## config.mk

```make
export PLATFORM = sky130hd
export DESIGN_NAME = hdlc_rx_deframer_flat
export DESIGN_NICKNAME = d
export VERILOG_FILES = /design/src/rtl/hdlc_rx_deframer_if.sv /design/src/rtl/hdlc_rx_deframer.sv /design/src/flat_wrapper.sv
export SDC_FILE = /design/constraint.sdc
export NUM_CORES = 1
export LEC_CHECK = 0
export CAP_MARGIN = 20
export CORE_ASPECT_RATIO = 0.75
export CORE_MARGIN = 10
export CORE_UTILIZATION = 55
export CTS_CLUSTER_SIZE = 14
export DETAILED_ROUTE_END_ITERATION = 8
export GPL_TIMING_DRIVEN = 0
export PLACE_DENSITY = 0.9
export SKIP_CTS_REPAIR_TIMING = 1
export SYNTH_ARGS = -nofsm -noshare
export SYNTH_HDL_FRONTEND = slang
export SYNTH_SLANG_ARGS = --single-unit
```

## constraint.sdc

```tcl
create_clock -name clk_i -period 4.7 [get_ports clk_i]
set_clock_uncertainty 0.1 [all_clocks]
set_input_delay 0.94 -clock clk_i [delete_from_list [all_inputs] [get_ports clk_i]]
set_output_delay 0.94 -clock clk_i [all_outputs]
set_load 0.02 [all_outputs]
```

## src/rtl/hdlc_rx_deframer_if.sv

```systemverilog
// -----------------------------------------------------------------------------
// hdlc_rx_deframer_if
// Bundles the serial input and every status/data output of the HDLC receive
// deframer.
//   rx               serial line, one bit per clock
//   rx_flag_detect   pulse: flag 01111110 seen
//   rx_abort_detect  pulse: 0 followed by seven 1s seen
//   rx_abort_signal  pulse: abort while a frame was open
//   rx_valid_frame   level: frame open
//   rx_new_byte      pulse: rx_data holds a new de-stuffed byte
//   rx_data          last data byte, first received bit in bit 0
//   rx_eof           pulse: frame closed by flag
//   rx_frame_error   pulse with rx_eof: bad frame length
//   rx_overflow      level: more than 128 bytes in the current frame
//   rx_frame_size    bytes accepted in current/last frame (max 128)
// master drives rx (line side), slave is the deframer.
// -----------------------------------------------------------------------------
interface hdlc_rx_deframer_if;
    logic       rx;
    logic       rx_flag_detect;
    logic       rx_abort_detect;
    logic       rx_abort_signal;
    logic       rx_valid_frame;
    logic       rx_new_byte;
    logic [7:0] rx_data;
    logic       rx_eof;
    logic       rx_frame_error;
    logic       rx_overflow;
    logic [7:0] rx_frame_size;

    modport master (
        output rx,
        input  rx_flag_detect, rx_abort_detect, rx_abort_signal, rx_valid_frame,
        input  rx_new_byte, rx_data, rx_eof, rx_frame_error, rx_overflow, rx_frame_size
    );

    modport slave (
        input  rx,
        output rx_flag_detect, rx_abort_detect, rx_abort_signal, rx_valid_frame,
        output rx_new_byte, rx_data, rx_eof, rx_frame_error, rx_overflow, rx_frame_size
    );
endinterface

```

## src/rtl/hdlc_rx_deframer.sv

```systemverilog
// -----------------------------------------------------------------------------
// hdlc_rx_deframer
// HDLC receive deframer: detects flags and aborts on the raw bit stream,
// tracks frame open/closed state, removes stuffed zeros and assembles
// LSB-first data bytes, and reports frame length errors and overflow.
// Ports:
//   clk_i  clock, all state on rising edge
//   rst_i  synchronous active-high reset
//   bus    hdlc_rx_deframer_if.slave (rx input, all status/data outputs)
// All outputs are driven straight from registers.
// -----------------------------------------------------------------------------
module hdlc_rx_deframer (
    input  logic              clk_i,
    input  logic              rst_i,
    hdlc_rx_deframer_if.slave bus
);
    typedef enum logic [0:0] {ST_HUNT = 1'b0, ST_FRAME = 1'b1} state_t;

    localparam logic [7:0] FLAG_PAT  = 8'h7E;   // oldest bit in [0]
    localparam logic [7:0] ABORT_PAT = 8'hFE;   // 0 then seven 1s
    localparam logic [7:0] MAX_BYTES = 8'd128;
    localparam logic [2:0] SKIP_INIT = 3'd6;

    state_t      state_q, state_d;
    logic [7:0]  sr_q, sr_d;
    logic        flag_hit_q, flag_hit_d;
    logic        abort_hit_q, abort_hit_d;
    logic        valid_q, valid_d;
    logic        flag_det_q, flag_det_d;
    logic        abort_det_q, abort_det_d;
    logic        abort_pend_q, abort_pend_d;
    logic        abort_sig_q, abort_sig_d;
    logic        eof_pend_q, eof_pend_d;
    logic        err_pend_q, err_pend_d;
    logic        eof_q, eof_d;
    logic        ferr_q, ferr_d;
    logic [2:0]  skip_q, skip_d;
    logic [2:0]  ones_q, ones_d;
    logic [2:0]  bitcnt_q, bitcnt_d;
    logic [7:0]  shreg_q, shreg_d;
    logic        byte_done_q, byte_done_d;
    logic [7:0]  byte_hold_q, byte_hold_d;
    logic [7:0]  data_q, data_d;
    logic        newbyte_q, newbyte_d;
    logic [7:0]  size_q, size_d;
    logic        ovf_q, ovf_d;

    logic        flag_match_s;
    logic        abort_match_s;
    logic        open_s;
    logic        take_s;
    logic        out_bit_s;

    // Raw history: newest bit enters at [7], the bit leaving [0] is 8 bits old.
    assign sr_d          = {bus.rx, sr_q[7:1]};
    assign flag_match_s  = (sr_q == FLAG_PAT);
    assign abort_match_s = (sr_q == ABORT_PAT);
    assign flag_hit_d    = flag_match_s;
    assign abort_hit_d   = abort_match_s;
    assign out_bit_s     = sr_q[0];

    // The bit leaving the delay line is data only inside a frame, once the
    // opening flag has drained (skip) and while no flag/abort occupies the line.
    assign take_s = (state_q == ST_FRAME) && (skip_q == 3'd0) &&
                    !flag_match_s && !abort_match_s && !flag_hit_q && !abort_hit_q;

    // FSM state register.
    always_ff @(posedge clk_i) begin
        if (rst_i) begin
            state_q <= ST_HUNT;
        end else begin
            state_q <= state_d;
        end
    end

    // FSM next state and frame-level pulse generation.
    always_comb begin
        state_d      = state_q;
        valid_d      = valid_q;
        flag_det_d   = flag_hit_q;
        abort_det_d  = abort_hit_q;
        abort_pend_d = 1'b0;
        abort_sig_d  = abort_pend_q;
        eof_pend_d   = 1'b0;
        err_pend_d   = 1'b0;
        eof_d        = eof_pend_q;
        ferr_d       = err_pend_q;
        open_s       = 1'b0;
        // An abort drops the frame one cycle after it is detected.
        if (abort_pend_q) begin
            valid_d = 1'b0;
        end else begin
            valid_d = valid_q;
        end
        case (state_q)
            ST_HUNT: begin
                if (flag_hit_q) begin
                    state_d = ST_FRAME;
                    valid_d = 1'b1;
                    open_s  = 1'b1;
                end else begin
                    state_d = ST_HUNT;
                end
            end
            ST_FRAME: begin
                if (flag_hit_q) begin
                    state_d    = ST_HUNT;
                    valid_d    = 1'b0;
                    eof_pend_d = 1'b1;
                    err_pend_d = (bitcnt_q != 3'd0) || (size_q < 8'd2);
                end else if (abort_hit_q) begin
                    state_d      = ST_HUNT;
                    abort_pend_d = 1'b1;
                end else begin
                    state_d = ST_FRAME;
                end
            end
            default: begin
                state_d = ST_HUNT;
                valid_d = 1'b0;
            end
        endcase
    end

    // Zero removal and byte assembly on the bit leaving the delay line.
    always_comb begin
        ones_d      = ones_q;
        bitcnt_d    = bitcnt_q;
        shreg_d     = shreg_q;
        byte_done_d = 1'b0;
        byte_hold_d = byte_hold_q;
        skip_d      = skip_q;
        if (open_s) begin
            ones_d   = 3'd0;
            bitcnt_d = 3'd0;
            skip_d   = SKIP_INIT;
        end else if (skip_q != 3'd0) begin
            skip_d = skip_q - 3'd1;
        end else if (take_s) begin
            if ((ones_q == 3'd5) && !out_bit_s) begin
                ones_d = 3'd0;              // stuffed zero: dropped, not counted
            end else begin
                if (out_bit_s) begin
                    ones_d = (ones_q == 3'd7) ? 3'd7 : ones_q + 3'd1;
                end else begin
                    ones_d = 3'd0;
                end
                shreg_d  = {out_bit_s, shreg_q[7:1]};
                bitcnt_d = bitcnt_q + 3'd1;
                if (bitcnt_q == 3'd7) begin
                    byte_done_d = 1'b1;
                    byte_hold_d = {out_bit_s, shreg_q[7:1]};
                end else begin
                    byte_done_d = 1'b0;
                end
            end
        end else begin
            skip_d = skip_q;
        end
    end

    // Byte delivery, frame size and overflow tracking.
    always_comb begin
        data_d    = data_q;
        newbyte_d = 1'b0;
        size_d    = size_q;
        ovf_d     = ovf_q;
        if (open_s) begin
            size_d = 8'd0;
        end else if (byte_done_q) begin
            if (size_q == MAX_BYTES) begin
                ovf_d = 1'b1;
            end else begin
                newbyte_d = 1'b1;
                data_d    = byte_hold_q;
                size_d    = size_q + 8'd1;
            end
        end else begin
            size_d = size_q;
        end
        // Overflow lasts exactly as long as the frame stays open.
        if (valid_q && !valid_d) begin
            ovf_d = 1'b0;
        end else begin
            ovf_d = ovf_d;
        end
    end

    // Datapath and output registers.
    always_ff @(posedge clk_i) begin
        if (rst_i) begin
            sr_q         <= 8'h00;
            flag_hit_q   <= 1'b0;
            abort_hit_q  <= 1'b0;
            valid_q      <= 1'b0;
            flag_det_q   <= 1'b0;
            abort_det_q  <= 1'b0;
            abort_pend_q <= 1'b0;
            abort_sig_q  <= 1'b0;
            eof_pend_q   <= 1'b0;
            err_pend_q   <= 1'b0;
            eof_q        <= 1'b0;
            ferr_q       <= 1'b0;
            skip_q       <= 3'd0;
            ones_q       <= 3'd0;
            bitcnt_q     <= 3'd0;
            shreg_q      <= 8'h00;
            byte_done_q  <= 1'b0;
            byte_hold_q  <= 8'h00;
            data_q       <= 8'h00;
            newbyte_q    <= 1'b0;
            size_q       <= 8'd0;
            ovf_q        <= 1'b0;
        end else begin
            sr_q         <= sr_d;
            flag_hit_q   <= flag_hit_d;
            abort_hit_q  <= abort_hit_d;
            valid_q      <= valid_d;
            flag_det_q   <= flag_det_d;
            abort_det_q  <= abort_det_d;
            abort_pend_q <= abort_pend_d;
            abort_sig_q  <= abort_sig_d;
            eof_pend_q   <= eof_pend_d;
            err_pend_q   <= err_pend_d;
            eof_q        <= eof_d;
            ferr_q       <= ferr_d;
            skip_q       <= skip_d;
            ones_q       <= ones_d;
            bitcnt_q     <= bitcnt_d;
            shreg_q      <= shreg_d;
            byte_done_q  <= byte_done_d;
            byte_hold_q  <= byte_hold_d;
            data_q       <= data_d;
            newbyte_q    <= newbyte_d;
            size_q       <= size_d;
            ovf_q        <= ovf_d;
        end
    end

    assign bus.rx_flag_detect  = flag_det_q;
    assign bus.rx_abort_detect = abort_det_q;
    assign bus.rx_abort_signal = abort_sig_q;
    assign bus.rx_valid_frame  = valid_q;
    assign bus.rx_new_byte     = newbyte_q;
    assign bus.rx_data         = data_q;
    assign bus.rx_eof          = eof_q;
    assign bus.rx_frame_error  = ferr_q;
    assign bus.rx_overflow     = ovf_q;
    assign bus.rx_frame_size   = size_q;
endmodule

```

## src/flat_wrapper.sv

```systemverilog
// flat-port wrapper written by rule: the top's interface ports become plain ports
module hdlc_rx_deframer_flat 
  (clk_i, rst_i, bus_rx, bus_rx_flag_detect, bus_rx_abort_detect, bus_rx_abort_signal, bus_rx_valid_frame, bus_rx_new_byte, bus_rx_data, bus_rx_eof, bus_rx_frame_error, bus_rx_overflow, bus_rx_frame_size);
  hdlc_rx_deframer_if bus_i ();
  input  logic clk_i;
  input  logic rst_i;
  input wire logic [$bits(bus_i.rx)-1:0] bus_rx;
  output wire logic [$bits(bus_i.rx_flag_detect)-1:0] bus_rx_flag_detect;
  output wire logic [$bits(bus_i.rx_abort_detect)-1:0] bus_rx_abort_detect;
  output wire logic [$bits(bus_i.rx_abort_signal)-1:0] bus_rx_abort_signal;
  output wire logic [$bits(bus_i.rx_valid_frame)-1:0] bus_rx_valid_frame;
  output wire logic [$bits(bus_i.rx_new_byte)-1:0] bus_rx_new_byte;
  output wire logic [$bits(bus_i.rx_data)-1:0] bus_rx_data;
  output wire logic [$bits(bus_i.rx_eof)-1:0] bus_rx_eof;
  output wire logic [$bits(bus_i.rx_frame_error)-1:0] bus_rx_frame_error;
  output wire logic [$bits(bus_i.rx_overflow)-1:0] bus_rx_overflow;
  output wire logic [$bits(bus_i.rx_frame_size)-1:0] bus_rx_frame_size;
  assign bus_i.rx = bus_rx;
  assign bus_rx_flag_detect = bus_i.rx_flag_detect;
  assign bus_rx_abort_detect = bus_i.rx_abort_detect;
  assign bus_rx_abort_signal = bus_i.rx_abort_signal;
  assign bus_rx_valid_frame = bus_i.rx_valid_frame;
  assign bus_rx_new_byte = bus_i.rx_new_byte;
  assign bus_rx_data = bus_i.rx_data;
  assign bus_rx_eof = bus_i.rx_eof;
  assign bus_rx_frame_error = bus_i.rx_frame_error;
  assign bus_rx_overflow = bus_i.rx_overflow;
  assign bus_rx_frame_size = bus_i.rx_frame_size;
  hdlc_rx_deframer u_core (.clk_i(clk_i), .rst_i(rst_i), .bus(bus_i));
endmodule
```

* Word-level counts from Yosys, hierarchy flattened *
Cells that the tools add are included.

storage, ports and cells
  register bits = 64
  bits of input ports = 3
  output and inout bits = 24

cells by class
  add/subtract/negate cells = 4
  $lt $le $gt $ge = 1
  eq/ne operators = 6
  multiplexer cells = 17
  bitwise logic cells = 8
  reduce and logical (&&, ||, !) cells = 32

operators with widths
  kind                                                                   count
  8-bit == test (second input constant)                                  2
  3-bit two-way mux                                                      5
  1-bit two-way mux                                                      10
  3-bit == test (second input constant)                                  3
  3-bit AND reduction                                                    3
  3-bit OR reduction                                                     3
  8-bit by 1-bit adder with 8-bit output (second input constant)         1
  8-bit by 7-bit == test with 1-bit output (second input constant)       1
  8-bit by 2-bit < comparator with 1-bit output (second input constant)  1
  1-bit inverter                                                         8
  1-bit logical AND                                                      7
  3-bit by 1-bit adder with 3-bit output (second input constant)         2
  1-bit zero test                                                        6
  3-bit nonzero test                                                     2
  2-bit OR reduction                                                     3
  5-bit AND reduction                                                    1
  5-bit OR reduction                                                     1
  1-bit one-hot mux with 2 select lines                                  2
  2-bit AND reduction                                                    2
  4-bit AND reduction                                                    1
  3-bit zero test                                                        1
  3-bit by 1-bit subtractor with 3-bit output (second input constant)    1
  2-bit nonzero test                                                     1
  1-bit logical OR                                                       1

* Logic depth before layout (Yosys ltp) *
Gate-level depths: netlist (run 1).

  depth after elaboration = 8
  gate-level depth with buffers = 7
  gate-level depth less buffers = 6

* Worst setup path after synthesis (run 1) *
OpenSTA, ideal clock, no wires.

  kind = register to register
  from = reg u_core.size_q[2] (netlist: u_core.bus.rx_frame_size[2])
  to = reg u_core.data_q[0] (netlist: u_core.bus.rx_data[0])
  library setup time = 0.121 ns
  data arrival time = 1.629 ns
  data required time = 4.479 ns
  slack = 2.850 ns
  stages on the path, launching flop included = 6
  path buffers = 1
  clock period less this slack = 1.850 ns
  cell sequence = dfxtp_1 > or4_4 > nor3_4 > or2_2 > buf_12 > o21ai_2

between the ends
  longest elaborated chain between the ends = 3

ends and longest elaborated chain
  item                                  line                     source
  start: declaration                    hdlc_rx_deframer.sv:45   logic [7:0] size_q, size_d;
  start signal: assignment              hdlc_rx_deframer.sv:235  size_q <= size_d;
  8-bit == test                         hdlc_rx_deframer.sv:171  if (size_q == MAX_BYTES) begin
  1-bit inverter (no source line)       --
  3-bit AND reduction (no source line)  --
  end signal: assignment                hdlc_rx_deframer.sv:233  data_q <= data_d;
  end: declaration                      hdlc_rx_deframer.sv:43   logic [7:0] data_q, data_d;

Every way passes these cells.
A chain may end at the register's enable or synchronous reset.

* Final worst setup path (run 1) *
  from = reg u_core.size_q[6] (netlist: u_core.bus.rx_frame_size[6])
  to = out bus_rx_frame_size[6]

RTL lines
  item              line                source
  end: declaration  flat_wrapper.sv:17  output wire logic [$bits(bus_i.rx_frame_size)-1:0] bus_rx_frame_size;

No word-level cell between the ends.

==> results of run 1 <==
==> registers in the layout, summed over array words and instances, names as in the netlist, 3 cells and up <==
name,count
u_core.bus.rx_data,8
u_core.bus.rx_frame_size,8
u_core.byte_hold_q,8
u_core.sr_q,8
u_core.shreg_q,7
u_core.bitcnt_q,3
u_core.ones_q,3
u_core.skip_q,3
==> layout make-up <==
type	instances	area (µm²)	share of cell area [%]
buffer	11	62.6	2.02
clock buffer	13	159	5.12
clock inverter	3	65.1	2.10
inverter	8	30.0	0.968
multi-input combinational	177	1190	38.5
sequential	63	1260	40.6
tap	57	71.3	2.30
timing repair buffer	26	260	8.39
==> layout by cell type, fill, tap and decap left out, types with 4 or more instances in the layout <==
cell	instances
sky130_fd_sc_hd__nand2b_1	17
sky130_fd_sc_hd__mux2i_1	9
sky130_fd_sc_hd__nand3_1	11
sky130_fd_sc_hd__clkdlybuf4s50_1	26
sky130_fd_sc_hd__a21oi_1	18
sky130_fd_sc_hd__o21ai_2	8
sky130_fd_sc_hd__nor2b_1	22
sky130_fd_sc_hd__inv_1	8
sky130_fd_sc_hd__nand2_1	11
sky130_fd_sc_hd__dfxtp_1	63
sky130_fd_sc_hd__o21ai_0	22
sky130_fd_sc_hd__clkbuf_8	11
sky130_fd_sc_hd__nor2_1	10
sky130_fd_sc_hd__xor2_1	4
sky130_fd_sc_hd__clkbuf_1	10
sky130_fd_sc_hd__ha_1	9
==> kinds of logic after synthesis <==
| kind of cell | count (synthesis) | synth area share (%) |
|---|---|---|
| DFF | 63 | 49.5 |
| buffers and inverters | 19 | 3.63 |
| and+or+nand+nor | 96 | 22.6 |
| muxes | 10 | 3.98 |
| AOI/OAI and AO/OA | 56 | 13.8 |
| xor gates and xnor gates | 6 | 2.06 |
| adders and majority gates | 9 | 4.42 |
==> per-stage QoR <==
step	util, %	instances	worst slack (ns)	hold slack (ns)	instance area [µm²]
2_1_floorplan	-	259	2.85	0.314	2550
5_1_grt	69.5	358	2.08	0.371	3100
4_1_cts	69.5	358	2.13	0.354	3100
6_report	69.5	358	2.14	0.353	3100
3_5_place_dp	64.5	342	1.85	0.334	2880
3_3_place_gp	64.5	342	1.88	0.334	2880
==> report_power, final <==
group	switching, µW	total [µW]	internal (µW)
combinational	20.7	33.8	13.1
sequential	3.99	543	539
clock	202	529	327
==> metal layers <==
metal	global-route usage (%)	routed length (µm)
met3	5.54	321
met5	0	0
met4	5.29	50
met1	16.2	2390
met2	22.5	2470
==> worst max path at each step <==
stage / from / end / slack (ns)
floorplan: u_core.bus.rx_frame_size[2] / u_core.bus.rx_data[0] / 2.85
global placement: rst_i / u_core.bus.rx_new_byte / 1.88
detailed placement: rst_i / u_core.bus.rx_new_byte / 1.85
CTS: u_core.bus.rx_frame_size[6] / bus_rx_frame_size[6] / 2.13
global route: u_core.bus.rx_frame_size[6] / bus_rx_frame_size[6] / 2.08
finish: u_core.bus.rx_frame_size[6] / bus_rx_frame_size[6] / 2.14
==> report_table.html, run 1 <==
<table>
<tr><th>Metric</th><th>Value</th></tr>
<tr><th colspan="2">Run status</th></tr>
<tr><td>Result of the run</td><td>complete, no violations</td></tr>
<tr><th colspan="2">GRT</th></tr>
<tr><td>Initial antenna violation count</td><td>0</td></tr>
<tr><td>Largest net degree at the start of global routing</td><td>11</td></tr>
<tr><td>Total global routing overflow</td><td>0</td></tr>
<tr><td>Overall global routing resource usage</td><td>between 10% and 20%</td></tr>
<tr><td>Wire length of the first global-routing pass</td><td>8.91 mm</td></tr>
<tr><td>Via count of the first global-routing pass</td><td>about 1900</td></tr>
<tr><th colspan="2">Critical path</th></tr>
<tr><td>Startpoint type of the worst setup path</td><td>flip-flop</td></tr>
<tr><td>Levels on crit path</td><td>1</td></tr>
<tr><td>CP required</td><td>3.66 ns</td></tr>
<tr><td>Crit-path max cell delay</td><td>0.67 ns</td></tr>
<tr><td>Worst endpoint data arrival time</td><td>1.52 ns</td></tr>
<tr><td>Reg2reg start</td><td>u_core.skip_q[0]</td></tr>
<tr><td>Family with the most delay on the worst path</td><td>buffers and inverters</td></tr>
<tr><td>R2R Path End</td><td>u_core.shreg_q[1]</td></tr>
<tr><td>Reg-to-reg slack, setup</td><td>2.64 ns</td></tr>
<tr><td>Worst R2R Path Depth</td><td>7</td></tr>
<tr><td>Cell type of the slowest stage on the worst timing path</td><td>sky130_fd_sc_hd__clkdlybuf4s50_1</td></tr>
<tr><td>Worst-path cell chain</td><td>clkdlybuf4s50_1</td></tr>
<tr><td>Critical path class</td><td>flip-flop to output port</td></tr>
<tr><td>Number of buffer and inverter instances along the worst setup path</td><td>1</td></tr>
<tr><td>Maximum net fanout on the critical path</td><td>8</td></tr>
<tr><td>Kind of end point of the critical path</td><td>output port</td></tr>
<tr><th colspan="2">Logic synthesis</th></tr>
<tr><td>Synthesized area</td><td>between 2000 and 3000 µm²</td></tr>
<tr><td>Instance count of the mapped netlist</td><td>about 260</td></tr>
<tr><td>Top cells by count, synth</td><td>sky130_fd_sc_hd__dfxtp_1, sky130_fd_sc_hd__nor2b_1, sky130_fd_sc_hd__o21ai_0, sky130_fd_sc_hd__a21oi_1, sky130_fd_sc_hd__nand2b_1</td></tr>
<tr><td>Post-synthesis cell type with the largest combined area</td><td>sky130_fd_sc_hd__dfxtp_1</td></tr>
<tr><td>Most numerous cell in the Yosys netlist</td><td>sky130_fd_sc_hd__dfxtp_1</td></tr>
<tr><td>Async set-or-reset flop fraction in the synthesized netlist</td><td>0%</td></tr>
<tr><td>Number of flops mapped to enable cells by yosys</td><td>0</td></tr>
<tr><td>Yosys reg bits</td><td>63</td></tr>
<tr><td>Count of different cell masters after synthesis</td><td>between 40 and 50</td></tr>
<tr><td>Count of synthesis-stage warnings from yosys</td><td>0</td></tr>
<tr><td>Synth Flop Type</td><td>sky130_fd_sc_hd__dfxtp_1</td></tr>
<tr><td>Mean post-synth cell area</td><td>~9.8 µm²</td></tr>
<tr><td>Fraction of post-synthesis cell area in the top cell type by area</td><td>roughly half</td></tr>
<tr><td>Proportion of synthesized chip area in sequential cells</td><td>between 40 and 50%</td></tr>
<tr><td>Synthesized Nets</td><td>approximately 270</td></tr>
<tr><td>Top post-synthesis cells by area</td><td>sky130_fd_sc_hd__dfxtp_1, sky130_fd_sc_hd__nor2b_1, sky130_fd_sc_hd__ha_1</td></tr>
<tr><th colspan="2">Route</th></tr>
<tr><td>Routed wire length per instance</td><td>approximately 15 µm</td></tr>
<tr><td>Initial detailed-routing violation count</td><td>95</td></tr>
<tr><td>Total wire length</td><td>5.23 mm</td></tr>
<tr><td>Detail Route Antenna Nets</td><td>0</td></tr>
<tr><td>TritonRoute pass-1 iters</td><td>4</td></tr>
<tr><td>DR vias/cell</td><td>roughly 5.5</td></tr>
<tr><td>DRC violation count after routing</td><td>0</td></tr>
<tr><td>Total via count after detailed routing</td><td>1976</td></tr>
<tr><th colspan="2">Die</th></tr>
<tr><td>Initial Utilization</td><td>57.0%</td></tr>
<tr><td>Standard cell core area</td><td>about 4500 µm²</td></tr>
<tr><td>Die Area</td><td>around 7800 µm²</td></tr>
<tr><td>Rows</td><td>21</td></tr>
<tr><td>Width of the chip</td><td>roughly 100 µm</td></tr>
<tr><td>Vertical die dimension</td><td>a little under 80 µm</td></tr>
<tr><td>Number of placed I/O pins</td><td>27</td></tr>
<tr><th colspan="2">Power and ir drop</th></tr>
<tr><td>Static Leak</td><td>between 0.001 and 0.0015 µW</td></tr>
<tr><td>Peak ir drop on the vdd network</td><td>about 0.22 mV</td></tr>
<tr><td>Total Power</td><td>~1100 µW</td></tr>
<tr><td>Cell area power density</td><td>~360 nW/µm²</td></tr>
<tr><th colspan="2">Clock tree</th></tr>
<tr><td>Clock root buffer</td><td>sky130_fd_sc_hd__clkbuf_8</td></tr>
<tr><td>Clock Pin Slew Worst Setup and Hold Paths</td><td>approximately 0.07 ns</td></tr>
<tr><td>Buffer depth of the longest clock path</td><td>2</td></tr>
<tr><td>Number of buffers created by CTS</td><td>9</td></tr>
<tr><td>H-tree depth reported by CTS</td><td>3</td></tr>
<tr><td>Clk sink count</td><td>63</td></tr>
<tr><td>Worst-Skew Late Latency</td><td>approximately 0.34 ns</td></tr>
<tr><td>CTS tree</td><td>built</td></tr>
<tr><th colspan="2">Timing</th></tr>
<tr><td>Min Tclk post-route</td><td>2.56 ns</td></tr>
<tr><td>Maximum achievable frequency</td><td>between 300 and 400 MHz</td></tr>
<tr><td>Setup TNS</td><td>0 ns</td></tr>
<tr><td>Final hold violation count</td><td>0</td></tr>
<tr><td>Slew HR</td><td>approximately 63%</td></tr>
<tr><td>Fin. max-slew vios</td><td>0</td></tr>
<tr><td>Slew at the pin closest to its max-slew limit</td><td>roughly 0.55 ns</td></tr>
<tr><td>Share of the cycle needed by the critical path after routing</td><td>between 50% and 60%</td></tr>
<tr><td>Unrepaired setup endpoints after global routing</td><td>no</td></tr>
<tr><td>Final setup violating endpoints</td><td>0</td></tr>
<tr><th colspan="2">Placement</th></tr>
<tr><td>Routability-driven placement congestion ratio</td><td>about 0.85</td></tr>
<tr><td>Sum of net half-perimeters after detailed placement</td><td>around 3.7 mm</td></tr>
<tr><td>Number of input and output port buffers inserted</td><td>26</td></tr>
<tr><th colspan="2">Layout</th></tr>
<tr><td>Number of inserted diodes</td><td>0</td></tr>
<tr><td>Layout cells sized above 1</td><td>between 10% and 20%</td></tr>
<tr><td>Filler instances</td><td>about 340</td></tr>
<tr><td>Total Nets Final</td><td>slightly above 300</td></tr>
<tr><td>Syn-to-layout area delta</td><td>21.8%</td></tr>
<tr><th colspan="2">Min path</th></tr>
<tr><td>Worst hold path cell count</td><td>1</td></tr>
<tr><td>Startpoint of the worst hold path</td><td>u_core.eof_d</td></tr>
<tr><td>Hold Path End</td><td>u_core.bus.rx_eof</td></tr>
<tr><td>Min-delay worst type</td><td>flip-flop to flip-flop</td></tr>
<tr><th colspan="2">Flow run</th></tr>
<tr><td>Max-Cap Viols</td><td>0</td></tr>
</table>
(Power assumes the default switching activity.)
==> inputs of run 2 (changes only) <==
==> constraint.sdc (replaced) <==
create_clock -name clk_i -period 2.61 [get_ports clk_i]
set_clock_uncertainty 0.1 [all_clocks]
set_input_delay 0.522 -clock clk_i [delete_from_list [all_inputs] [get_ports clk_i]]
set_output_delay 0.522 -clock clk_i [all_outputs]
set_load 0.02 [all_outputs]
==> results of run 2 <==
Same layout as run 1 (identical final DEF). Status: complete, no violations.
Among the figures that moved: setup slack after placement 1.85 ns -> 0.173 ns; setup slack after layout 2.14 ns -> 0.469 ns; register-to-register setup slack 2.64 ns -> 0.55 ns; total power 1110 µW -> 1990 µW; worst IR drop on VDD 0.223 mV -> 0.401 mV
